===== src/rtl/vram_pkg.sv =====
// vram_pkg
// Shared types and constants for the VRAM arbiter slice.
//   rd_tag_t  : identifies which requester owns a read as it moves through
//               the VRAM read latency (NONE is used for writes and idle).
//   mem_cmd_t : one VRAM command at the package default widths, so that
//               integrators and benches can pass whole commands around.
//   VRAM_ADDR_W / VRAM_DATA_W : default widths used by vram_arbiter.
package vram_pkg;

  localparam int VRAM_ADDR_W = 14;
  localparam int VRAM_DATA_W = 32;
  localparam int VRAM_BE_W   = VRAM_DATA_W / 8;

  typedef enum logic [1:0] {
    TAG_NONE = 2'd0,
    TAG_VID  = 2'd1,
    TAG_CPU  = 2'd2
  } rd_tag_t;

  typedef struct packed {
    logic                   en;
    logic                   we;
    logic [VRAM_ADDR_W-1:0] addr;
    logic [VRAM_DATA_W-1:0] wdata;
    logic [VRAM_BE_W-1:0]   be;
  } mem_cmd_t;

endpackage


===== src/rtl/rd_tag_pipe.sv =====
// rd_tag_pipe
// Fixed-depth shift register of read tags. A tag enters when a command is
// granted and leaves DEPTH cycles later, which the arbiter sizes so that the
// exiting tag lines up with the VRAM read data of that same command.
// Ports:
//   i_clk   : system clock
//   i_clear : synchronous clear, empties every stage to TAG_NONE
//   i_tag   : tag of the command granted this cycle (TAG_NONE if none)
//   o_tag   : tag whose read data is on the VRAM data bus this cycle
module rd_tag_pipe
  import vram_pkg::*;
#(
  parameter int DEPTH = 3
) (
  input  logic    i_clk,
  input  logic    i_clear,
  input  rd_tag_t i_tag,
  output rd_tag_t o_tag
);

  rd_tag_t r_stage [DEPTH];

  // Shift one stage per cycle; clearing drops every in-flight read.
  always_ff @(posedge i_clk) begin
    if (i_clear) begin
      for (int i = 0; i < DEPTH; i++) begin
        r_stage[i] <= TAG_NONE;
      end
    end else begin
      r_stage[0] <= i_tag;
      for (int i = 1; i < DEPTH; i++) begin
        r_stage[i] <= r_stage[i-1];
      end
    end
  end

  assign o_tag = r_stage[DEPTH-1];

endmodule


===== src/rtl/vram_arbiter.sv =====
// vram_arbiter
// Shares a single-port VRAM between the VGA pixel-fetch engine (read-only,
// deadline-critical) and the game-logic/CPU bridge (read/write). Video has
// fixed priority, except that a CPU request which has waited STARVE_MAX
// consecutive cycles is granted over video. Accepted commands are registered
// onto the mem_* bus one cycle after the grant, and read data is steered back
// to its owner by a tag pipeline matched to the VRAM read latency.
// Ports:
//   i_clk, i_reset                : clock, synchronous active-high reset
//   i_vid_req/i_vid_addr          : video read request, held until o_vid_gnt
//   o_vid_gnt                     : video request accepted this cycle
//   o_vid_rvalid/o_vid_rdata      : video read return (one-cycle pulse)
//   o_vid_miss                    : video request denied by starvation override
//   i_cpu_req/we/addr/wdata/be    : CPU request, held until o_cpu_gnt
//   o_cpu_gnt                     : CPU request accepted this cycle
//   o_cpu_rvalid/o_cpu_rdata      : CPU read return (never for writes)
//   o_mem_en/we/addr/wdata/be     : registered VRAM command
//   i_mem_rdata                   : VRAM data, valid RD_LAT cycles after a read
module vram_arbiter
  import vram_pkg::*;
#(
  parameter int ADDR_W     = VRAM_ADDR_W,
  parameter int DATA_W     = VRAM_DATA_W,
  parameter int RD_LAT     = 2,
  parameter int STARVE_MAX = 8
) (
  input  logic                i_clk,
  input  logic                i_reset,
  input  logic                i_vid_req,
  input  logic [ADDR_W-1:0]   i_vid_addr,
  output logic                o_vid_gnt,
  output logic                o_vid_rvalid,
  output logic [DATA_W-1:0]   o_vid_rdata,
  output logic                o_vid_miss,
  input  logic                i_cpu_req,
  input  logic                i_cpu_we,
  input  logic [ADDR_W-1:0]   i_cpu_addr,
  input  logic [DATA_W-1:0]   i_cpu_wdata,
  input  logic [DATA_W/8-1:0] i_cpu_be,
  output logic                o_cpu_gnt,
  output logic                o_cpu_rvalid,
  output logic [DATA_W-1:0]   o_cpu_rdata,
  output logic                o_mem_en,
  output logic                o_mem_we,
  output logic [ADDR_W-1:0]   o_mem_addr,
  output logic [DATA_W-1:0]   o_mem_wdata,
  output logic [DATA_W/8-1:0] o_mem_be,
  input  logic [DATA_W-1:0]   i_mem_rdata
);

  localparam int            BE_W       = DATA_W / 8;
  localparam int            TAG_DEPTH  = RD_LAT + 1;
  localparam logic [7:0]    STARVE_LIM = 8'(STARVE_MAX);

  logic [7:0]        r_starve_cnt;
  logic              w_override;
  logic              w_vid_gnt;
  logic              w_cpu_gnt;
  logic              w_vid_miss;
  rd_tag_t           w_tag_in;
  rd_tag_t           w_tag_out;

  logic              r_mem_en;
  logic              r_mem_we;
  logic [ADDR_W-1:0] r_mem_addr;
  logic [DATA_W-1:0] r_mem_wdata;
  logic [BE_W-1:0]   r_mem_be;

  logic              r_vid_rvalid;
  logic [DATA_W-1:0] r_vid_rdata;
  logic              r_cpu_rvalid;
  logic [DATA_W-1:0] r_cpu_rdata;

  // Arbitration is purely combinational so a request can be accepted in the
  // same cycle it appears. The starvation override outranks video; nothing is
  // granted while reset is high.
  always_comb begin
    w_override = i_cpu_req && (r_starve_cnt == STARVE_LIM);
    w_vid_gnt  = 1'b0;
    w_cpu_gnt  = 1'b0;
    w_vid_miss = 1'b0;
    w_tag_in   = TAG_NONE;
    if (!i_reset) begin
      if (w_override) begin
        w_cpu_gnt  = 1'b1;
        w_vid_miss = i_vid_req;
      end else if (i_vid_req) begin
        w_vid_gnt = 1'b1;
      end else if (i_cpu_req) begin
        w_cpu_gnt = 1'b1;
      end
    end
    if (w_vid_gnt) begin
      w_tag_in = TAG_VID;
    end else if (w_cpu_gnt && !i_cpu_we) begin
      w_tag_in = TAG_CPU;
    end
  end

  // Counts consecutive cycles a CPU request has been left waiting. It stops
  // at STARVE_MAX, which is exactly the value that forces the override.
  always_ff @(posedge i_clk) begin
    if (i_reset) begin
      r_starve_cnt <= 8'd0;
    end else if (!i_cpu_req || w_cpu_gnt) begin
      r_starve_cnt <= 8'd0;
    end else if (r_starve_cnt < STARVE_LIM) begin
      r_starve_cnt <= r_starve_cnt + 8'd1;
    end
  end

  // Command register: whatever was granted this cycle is driven to the VRAM
  // next cycle. Reads always use full byte enables; idle cycles drive zeros.
  always_ff @(posedge i_clk) begin
    if (i_reset) begin
      r_mem_en    <= 1'b0;
      r_mem_we    <= 1'b0;
      r_mem_addr  <= '0;
      r_mem_wdata <= '0;
      r_mem_be    <= '0;
    end else begin
      r_mem_en    <= w_vid_gnt || w_cpu_gnt;
      r_mem_we    <= w_cpu_gnt && i_cpu_we;
      r_mem_addr  <= w_vid_gnt ? i_vid_addr : (w_cpu_gnt ? i_cpu_addr : '0);
      r_mem_wdata <= (w_cpu_gnt && i_cpu_we) ? i_cpu_wdata : '0;
      if (w_cpu_gnt && i_cpu_we) begin
        r_mem_be <= i_cpu_be;
      end else if (w_vid_gnt || w_cpu_gnt) begin
        r_mem_be <= '1;
      end else begin
        r_mem_be <= '0;
      end
    end
  end

  rd_tag_pipe #(
    .DEPTH (TAG_DEPTH)
  ) u_tag_pipe (
    .i_clk   (i_clk),
    .i_clear (i_reset),
    .i_tag   (w_tag_in),
    .o_tag   (w_tag_out)
  );

  // Capture VRAM data for whichever requester the exiting tag names. Each
  // rdata register only loads on its own pulse, so it holds between reads.
  always_ff @(posedge i_clk) begin
    if (i_reset) begin
      r_vid_rvalid <= 1'b0;
      r_cpu_rvalid <= 1'b0;
      r_vid_rdata  <= '0;
      r_cpu_rdata  <= '0;
    end else begin
      r_vid_rvalid <= (w_tag_out == TAG_VID);
      r_cpu_rvalid <= (w_tag_out == TAG_CPU);
      if (w_tag_out == TAG_VID) begin
        r_vid_rdata <= i_mem_rdata;
      end
      if (w_tag_out == TAG_CPU) begin
        r_cpu_rdata <= i_mem_rdata;
      end
    end
  end

  // Registered outputs are forced low while reset is held so the VRAM and
  // both requesters see a quiet bus in the reset cycle itself.
  assign o_vid_gnt    = w_vid_gnt;
  assign o_cpu_gnt    = w_cpu_gnt;
  assign o_vid_miss   = w_vid_miss;
  assign o_mem_en     = r_mem_en && !i_reset;
  assign o_mem_we     = r_mem_we && !i_reset;
  assign o_mem_addr   = i_reset ? '0 : r_mem_addr;
  assign o_mem_wdata  = i_reset ? '0 : r_mem_wdata;
  assign o_mem_be     = i_reset ? '0 : r_mem_be;
  assign o_vid_rvalid = r_vid_rvalid && !i_reset;
  assign o_cpu_rvalid = r_cpu_rvalid && !i_reset;
  assign o_vid_rdata  = i_reset ? '0 : r_vid_rdata;
  assign o_cpu_rdata  = i_reset ? '0 : r_cpu_rdata;

endmodule


===== config.mk =====
export PLATFORM = sky130hd
export DESIGN_NAME = vram_arbiter
export DESIGN_NICKNAME = d
export VERILOG_FILES = /design/src/rtl/vram_pkg.sv /design/src/rtl/rd_tag_pipe.sv /design/src/rtl/vram_arbiter.sv
export SDC_FILE = /design/constraint.sdc
export NUM_CORES = 1
export LEC_CHECK = 0
export BUFFER_PORTS_ARGS = -buffer_cell sky130_fd_sc_hd__buf_2
export CAP_MARGIN = 20
export CORE_ASPECT_RATIO = 0.8
export CORE_MARGIN = 2
export CORE_UTILIZATION = 42
export CTS_BUF_LIST = sky130_fd_sc_hd__clkbuf_16
export DETAILED_ROUTE_END_ITERATION = 16
export HOLD_SLACK_MARGIN = 0.03
export PLACE_DENSITY_LB_ADDON = 0.25
export SYNTH_ARGS = -nofsm -noshare
export SYNTH_HDL_FRONTEND = slang
export SYNTH_HIERARCHICAL = 1
export SYNTH_SLANG_ARGS = --single-unit
export TNS_END_PERCENT = 50

===== constraint.sdc =====
create_clock -name i_clk -period 1.8 [get_ports i_clk]
set_input_delay 0 -clock i_clk [delete_from_list [all_inputs] [get_ports i_clk]]
set_output_delay 0 -clock i_clk [all_outputs]
set_load 0.05 [all_outputs]

=== After elaboration in Yosys (flattened, before gate mapping) ===
Memories as Yosys holds them, arrays and structs flattened.
Cells that the tools add are included.

* Add/subtract/negate cells: 1
* Order comparisons: 1
* Eq/ne operators: 3
* Muxes and demuxes: 26
* Bitwise logic cells: 4
* Reduce and logical (&&, ||, !) cells: 14

{| class="wikitable"
|+ Operator list
! kind !! count
|-
| $mux W32 || 3
|-
| $mux W14 || 3
|-
| $mux W1 || 12
|-
| $mux W4 || 3
|-
| $mux W2 || 5
|-
| $add A8 B1 Y8 const B || 1
|-
| $eq A8 B4 Y1 const B || 1
|-
| $lt A8 B4 Y1 const B || 1
|-
| $logic_and A1 B1 Y1 || 7
|-
| $reduce_or A2 Y1 || 2
|-
| $logic_not A1 Y1 || 3
|-
| $or A1 B1 Y1 || 3
|-
| $eq A2 B1 Y1 const B || 1
|-
| $eq A2 B2 Y1 const B || 1
|-
| $logic_or A1 B1 Y1 || 2
|-
| $not A1 Y1 || 1
|}

* Register bits after elaboration: 126
* Memory bits (writable): 6
* Output and inout port bits: 121
* Word-level logic and storage cells: 60
* Memories kept: 1

{| class="wikitable"
|+ Memories
! memory !! words !! bits a word !! rd ports !! clocked after memory_dff !! write ports !! RTL line !! RTL
|-
| u_tag_pipe.r_stage || 3 || 2 || 3 || 0 || 3 || rd_tag_pipe.sv:21 || <nowiki>rd_tag_t r_stage [DEPTH];</nowiki>
|}

=== Depth between registers and ports, before layout ===
Gate-level depths: netlist of run 1.

* Word-level depth: 8
* Mapped depth: 7
* Mapped depth without buffers: 6

=== Modules after synthesis ===
The synthesis of run 1 kept the hierarchy.

{| class="wikitable"
|+ Modules (own cells, without submodules)
! module !! instances !! cells each !! area an instance (um^2) !! sequential area each (um^2)
|-
| vram_arbiter || 1 || 484 || 4754.6 || 2522.4
|-
| rd_tag_pipe || 1 || 14 || 172.7 || 120.1
|}

=== Worst setup path before layout of run 1 ===
OpenSTA, ideal clock, no wires.

* Path type: register to output
* Start: register r_starve_cnt[7]
* End: output o_vid_miss
* Data arrival time: 2.072 ns
* Required time: 1.800 ns
* Setup slack: -0.272 ns
* Stages on the path, launching flop included: 4
* Cells stage by stage: dfxtp_1 > or4_1 > buf_4 > nor3_1

* Word-level cells in the longest chain between the ends: 4

{| class="wikitable"
|+ Ends and longest elaborated chain
! element !! RTL line !! RTL
|-
| start, declared || vram_arbiter.sv:55 || <nowiki>logic [7:0] r_starve_cnt;</nowiki>
|-
| start signal, assigned || vram_arbiter.sv:108 || <nowiki>r_starve_cnt <= r_starve_cnt + 8'd1;</nowiki>
|-
| $eq A8 B4 Y1 || vram_arbiter.sv:78 || <nowiki>w_override = i_cpu_req && (r_starve_cnt == STARVE_LIM);</nowiki>
|-
| $logic_and A1 B1 Y1 || vram_arbiter.sv:78 ||
|-
| $mux W1 || vram_arbiter.sv:84 || <nowiki>if (w_override) begin</nowiki>
|-
| $mux W1 || vram_arbiter.sv:83 || <nowiki>if (!i_reset) begin</nowiki>
|-
| end, declared || vram_arbiter.sv:34 || <nowiki>output logic o_vid_miss,</nowiki>
|}

No other way between the ends.

=== Final worst setup path of run 1 ===
* Start: register r_starve_cnt[1]
* End: output o_cpu_gnt

* Word-level cells in the longest chain between the ends: 4

{| class="wikitable"
|+ Ends and longest elaborated chain
! element !! RTL line !! RTL
|-
| $eq A8 B4 Y1 || vram_arbiter.sv:78 ||
|-
| $logic_and A1 B1 Y1 || vram_arbiter.sv:78 ||
|-
| $mux W1 || vram_arbiter.sv:84 ||
|-
| $mux W1 || vram_arbiter.sv:83 ||
|-
| end, declared || vram_arbiter.sv:40 || <nowiki>output logic o_cpu_gnt,</nowiki>
|}

No other way between the ends.

==> impl_metrics.env, run 1 <==
export IMPL_gp_congestion=0.7938
export IMPL_max_freq_mhz=561.3
export IMPL_slew_headroom=0.6052
export IMPL_area_growth_syn_to_layout_pct=61.96
export IMPL_dieHeight_um=100.9
export IMPL_fin_cells=972
export IMPL_wl_mm=15.02
export IMPL_worstPathRequired_ps=1800
export IMPL_yosysWarnings=6
export IMPL_nets=914
export IMPL_drc_errors=0
export IMPL_gr_total_overflow=0
export IMPL_fillers=804
export IMPL_drive_above_1_share=0.3447
export IMPL_crit_buf_inv=3
export IMPL_r2r_setup_slack_ps=60
export IMPL_path_clk_slew_ps=60
export IMPL_ant_nets=0
export IMPL_syn_area_um2=4927
export IMPL_start_util=0.4294
export IMPL_status="completed"
export IMPL_r2r_end="u_tag_pipe/r_stage[0][1]"
export IMPL_period_minus_slack_ps=1781
export IMPL_tritoncts="yes"
export IMPL_worst_slew_pin_slew_ps=592.3
export IMPL_crit_type="reg2out"
export IMPL_clock_path_buffers=2
export IMPL_ys_seq_elements=132
export IMPL_max_cap_violations=0
export IMPL_synthDistinctLibCells=29
export IMPL_htree_levels=4
export IMPL_grt_total_usage=0.2362
export IMPL_clock_sinks=132
export IMPL_cp_end_kind="primary output"
export IMPL_ys_seq_area_frac=0.5363
export IMPL_cp_slowest_cell="dfxtp_2"
export IMPL_cts_root_buffer="clkbuf_16"
export IMPL_synth_top_area_share=0.5363
export IMPL_path_cells="inv_2 -> ha_4 -> and4b_2 -> a22oi_2 -> buf_12 -> nor2_2 -> buf_6"
export IMPL_synth_avg_cell_area_um2=9.894
export IMPL_report_final_slew_viol_count=0
export IMPL_hold_path_class="in2reg"
export IMPL_firstDrtPassIters=5
export IMPL_antenna_found_initial=0
export IMPL_die_w_um=125.1
export IMPL_cts_buffers=17
export IMPL_grt_setup_unrepaired="true"
export IMPL_dpl_hpwl_mm=8.553
export IMPL_p_per_area_nw_per_um2=954.8
export IMPL_viasPerCell=4.972
export IMPL_syn_nets=601
export IMPL_first_iter_violations=240
export IMPL_timing_final_hold_violations=0
export IMPL_worstPathArrival_ps=1780
export IMPL_dp_cells=832
export IMPL_synth_area_leader_cell="dfxtp_1"
export IMPL_ff2ff_path_depth=8
export IMPL_antenna_cells=0
export IMPL_via_count=4833
export IMPL_startpoint_type="register"
export IMPL_placeableCoreArea_um2=11470
export IMPL_hp_start="i_cpu_we"
export IMPL_avgRoutedWirePerCell_um=15.46
export IMPL_leakagePower_nw=3.723
export IMPL_ir_worst_vdd_v=0.0006233
export IMPL_clock_skew_ps=9.468
export IMPL_fp_row_count=35
export IMPL_worst_path_stages=7
export IMPL_fin_crit_sh=0.9897
export IMPL_hold_depth=3
export IMPL_grt_max_degree=87
export IMPL_syn_instance_count=498
export IMPL_clock_latency_ps=410
export IMPL_p_total_mw=7.619
export IMPL_critical_path_top_delay_family="buffers and inverters"
export IMPL_cpPeakStageDelay_ps=340
export IMPL_dieArea_um2=12620
export IMPL_grt_pass1_wl_mm=23.79
export IMPL_crit_fanout=2
export IMPL_grt_pass1_vias=4874
export IMPL_ios=222
export IMPL_finalSetupViolations=0
export IMPL_io_buffers=221
export IMPL_synth_area_leaders="dfxtp_1, nor2b_1, o22a_1"
export IMPL_rr_startpoint="r_starve_cnt[1]"
export IMPL_hold_end="r_mem_wdata[3]"
==> report_power, final <==
| part | internal [mW] | leakage [nW] | switching [mW] | total, mW |
|---|---|---|---|---|
| clock network | 2.59 | 0.323 | 1.26 | 3.84 |
| registers | 2.99 | 1.07 | 0.0142 | 3.00 |
| logic | 0.361 | 2.33 | 0.415 | 0.775 |
==> placed cells by master, fill, tap and decap left out, types with 4 or more instances in the layout <==
master	count
and3_1	4
a21oi_1	9
clkbuf_16	17
nand2b_1	4
dlygate4sd3_1	101
a32o_1	14
buf_4	16
o21ai_0	4
bufinv_16	6
nand2_1	32
o22a_1	64
dfxtp_1	130
o22ai_1	4
inv_1	7
nor3_1	34
nor2b_1	125
buf_2	217
==> cells by family after synthesis <==
logic type,count (synthesis),share of synthesized area
and+or+nand+nor,211,0.2435
AOI/OAI and AO/OA,99,0.1686
DFF,132,0.5363
buffers and inverters,54,0.04647
adders and majority gates,2,0.005078
==> worst max path at each step <==
stage	start	end
finish	r_starve_cnt[1]	o_cpu_gnt
global route	r_starve_cnt[0]	o_cpu_gnt
CTS	r_starve_cnt[1]	o_cpu_gnt
detailed placement	r_starve_cnt[7]	r_mem_addr[7]
global placement	r_starve_cnt[7]	r_mem_addr[13]
floorplan	r_starve_cnt[7]	o_cpu_gnt
==> repair_timing <==
item	in CTS	in global routing
resized for setup	14	5
gates cloned	1	0
setup endpoints to repair	3	4
setup buffers	6	0
endpoints found under the hold margin	119	0
pin swaps	5	0
hold buffers	101	0
==> cell usage after synthesis <==
library cell,instances
nand2_1,32
a21oi_1,10
nor4_2,1
and3_1,4
nand4_1,1
a22oi_1,1
o22ai_4,1
o22ai_1,4
inv_1,7
o22a_1,64
or4_1,1
nand4b_1,1
and4b_1,1
buf_1,2
buf_4,4
nor2b_1,125
a32o_1,14
nor3_1,35
nor2_1,3
clkbuf_1,37
buf_6,1
nand3_1,2
o21ai_0,4
ha_1,2
nand2b_1,4
dfxtp_1,132
o211ai_1,1
or3_1,1
buf_2,3
==> per-layer routing <==
layer | vias to the layer above | global-route usage | wire length [um]
met3 | 32 | 0.07166 | 973
met5 | - | 0 | 0
met1 | 2269 | 0.2689 | 6185
met2 | 176 | 0.4164 | 7515
li1 | 2356 | - | -
met4 | 0 | 0.1000 | 349
==> worst register-to-register path, stage by stage (launching register included) <==
cell     delay (ps)
dfxtp_2         340
inv_2            50
ha_4            150
and4b_2         250
a22oi_2         240
buf_12          150
buf_4           230
nor3_1           60
nor2b_1         150
==> sequential cells by signal (all words and copies together), names as in the netlist <==
register / flops
r_mem_we: 1
r_vid_rvalid: 1
r_mem_en: 1
r_vid_rdata: 32
u_tag_pipe/r_stage: 6
r_mem_addr: 14
r_cpu_rvalid: 1
r_mem_be: 4
r_starve_cnt: 8
r_cpu_rdata: 32
r_mem_wdata: 32
==> through the flow <==
stage                     hold slack [ps]  TNS [ps]  instance area (um2)    util  setup slack (ps)
final                               97.02         0                 7980  0.6955             18.51
after global routing                132.6    -99.95                 7980  0.6955            -51.05
after CTS                           76.29         0                 7964  0.6941             7.387
after detailed placement            217.3         0                 6161  0.5370             83.66
after global placement              212.8         0                 6161  0.5370             154.1
after floorplan                     71.61    -49.99                 4932       -            -49.99
==> cell type report <==
cell class | instances | area [um2] | share of cell area
clock buffers | 17 | 425.4 | 0.05331
clock inverters | 15 | 237.7 | 0.02979
inverters | 7 | 26.28 | 0.003293
multi-input cells | 312 | 2117 | 0.2653
flip-flops and latches | 132 | 2645 | 0.3315
well taps | 148 | 185.2 | 0.02320
repair buffers | 341 | 2344 | 0.2937
Note: power is estimated with default switching activity, not from simulation.
==> run 2: changes to the inputs <==
- PLACE_DENSITY: not set -> 0.75
- PLACE_DENSITY_LB_ADDON: 0.25 -> not set
==> run 2 against run 1 <==
Total power down 10%. Hold slack better by 250 ps. Clock power down 21%. Sequential share of layout area up 0.39 points. Critical path depth unchanged. Register-to-register slack worse by 20 ps.
==> impl_metrics.env, run 2 (synthesis gave the netlist of run 1 again) <==
export IMPL_area_growth_syn_to_layout_pct=60.08
export IMPL_dpl_hpwl_mm=8.630
export IMPL_setup_slack_ps=26.44
export IMPL_crit_type="reg2out"
export IMPL_avgRoutedWirePerCell_um=15.56
export IMPL_slew_headroom=0.6891
export IMPL_drive_above_1_share=0.3382
export IMPL_crit_path_end="o_cpu_gnt"
export IMPL_design_area_um2=7888
export IMPL_ff2ff_path_depth=4
export IMPL_worstPathArrival_ps=1770
export IMPL_grt_max_degree=57
export IMPL_crit_fanout=4
export IMPL_wl_mm=15.20
export IMPL_startpoint_type="register"
export IMPL_fp_row_count=35
export IMPL_dieArea_um2=12620
export IMPL_fillers=820
export IMPL_max_cap_violations=0
export IMPL_grt_pass1_vias=4949
export IMPL_grt_total_usage=0.2316
export IMPL_drc_errors=0
export IMPL_gr_total_overflow=0
export IMPL_clock_path_buffers=2
export IMPL_p_total_mw=6.840
export IMPL_antenna_found_initial=1
export IMPL_rr_startpoint="r_starve_cnt[6]"
export IMPL_clock_latency_ps=400
export IMPL_finalSetupViolations=0
export IMPL_start_util=0.4294
export IMPL_grt_pass1_wl_mm=23.52
export IMPL_clock_skew_ps=10.83
export IMPL_report_final_slew_viol_count=0
export IMPL_place_ws_ps=56.50
export IMPL_fin_crit_sh=0.9853
export IMPL_ios=222
export IMPL_dieHeight_um=100.9
export IMPL_die_w_um=125.1
export IMPL_firstDrtPassIters=4
export IMPL_fin_cells=977
export IMPL_cp_end_kind="primary output"
export IMPL_hold_path_class="in2reg"
export IMPL_dp_cells=831
export IMPL_worstPathRequired_ps=1800
export IMPL_via_count=4900
export IMPL_layout_common_cells="buf_2, dfxtp_1, nor2b_1"
export IMPL_path_clk_slew_ps=60
export IMPL_period_minus_slack_ps=1774
export IMPL_max_freq_mhz=563.8
export IMPL_nets=919
export IMPL_final_common_cell="buf_2"
export IMPL_leakagePower_nw=3.699
export IMPL_p_per_area_nw_per_um2=867.2
export IMPL_timing_final_hold_violations=0
export IMPL_gp_congestion=0.8403
export IMPL_placeableCoreArea_um2=11470
export IMPL_io_buffers=221
export IMPL_cts_root_buffer="clkbuf_16"
export IMPL_cts_buffers=17
export IMPL_post_dp_cell_area_um2=6153
export IMPL_r2r_end="r_mem_addr[12]"
export IMPL_hp_start="i_vid_addr[0]"
export IMPL_final_util=0.6875
export IMPL_first_iter_violations=188
export IMPL_r2r_setup_slack_ps=40
export IMPL_largestRegisters="r_cpu_rdata x32, r_mem_wdata x32, r_vid_rdata x32"
export IMPL_htree_levels=4
export IMPL_tritoncts="yes"
export IMPL_status="completed"
export IMPL_worst_slew_pin_slew_ps=465.9
export IMPL_startpoint="r_starve_cnt[0]"
export IMPL_clock_sinks=132
export IMPL_viasPerCell=5.015
export IMPL_ir_worst_vdd_v=0.0007108
export IMPL_ant_nets=0
run 2: cell count changes in the layout (fill, tap and decap cells not counted), sizes merged:
cell / delta
bufinv: -5
dlygate4sd3: +4
clkinv: +3
buf: +1
diode: +1
inv: +1
run 2: stage by stage:
step | setup TNS [ps] | hold WS [ps]
after CTS | 0 | 325.5
after global routing | -27.12 | 337.7
final | 0 | 345.8
after global placement | 0 | 212.5
after floorplan | -49.99 | 71.61
after detailed placement | 0 | 217.4
run 2: cell type report:
type                            count  area (um2)  area share
Antenna cell                        1       2.502   0.0003173
Tap cell                          148       185.2     0.02348
Timing Repair Buffer              346        2407      0.3052
Clock buffer                       17       425.4     0.05393
Inverter                            7       26.28    0.003331
Clock inverter                     14       101.3     0.01285
Sequential cell                   132        2645      0.3353
Multi-Input combinational cell    312        2095      0.2655
run 2: power breakdown:
part	switching, mW	total [mW]	internal [mW]
Combinational	0.415	0.784	0.369
Sequential	0.0140	3.00	2.99
Clock	1.20	3.05	1.85
run 2: worst max-delay path: stages (launching register included):
cell and delay [ps]:
dfxtp_2 350, inv_2 50, ha_2 180, and4b_1 220, a22oi_2 260, buf_12 140, nor2_2 30, buf_6 150
run 2: metal layers:
metal / routed length [um] / global-route usage
met1: 6276 / 0.2680
met2: 7619 / 0.4084
met3: 846 / 0.05626
met4: 458 / 0.1094
met5: 0 / 0
run 2: worst min path at each step:
stage	end	slack [ps]	cells after the start
after floorplan	u_tag_pipe/r_stage[0][0]	70	1
after global placement	r_mem_addr[9]	210	2
after detailed placement	r_mem_addr[3]	220	2
after CTS	r_mem_addr[0]	330	3
after global routing	r_mem_addr[0]	340	3
final	r_mem_addr[0]	350	3
run 2: repair_timing:
item                       CTS  global route
setup endpoints to repair    3             2
gates resized for setup     11             5
hold endpoints to repair   121             0
gates cloned                 1             0
pin swaps                    2             5
hold buffers               105             0
buffers inserted             3             5
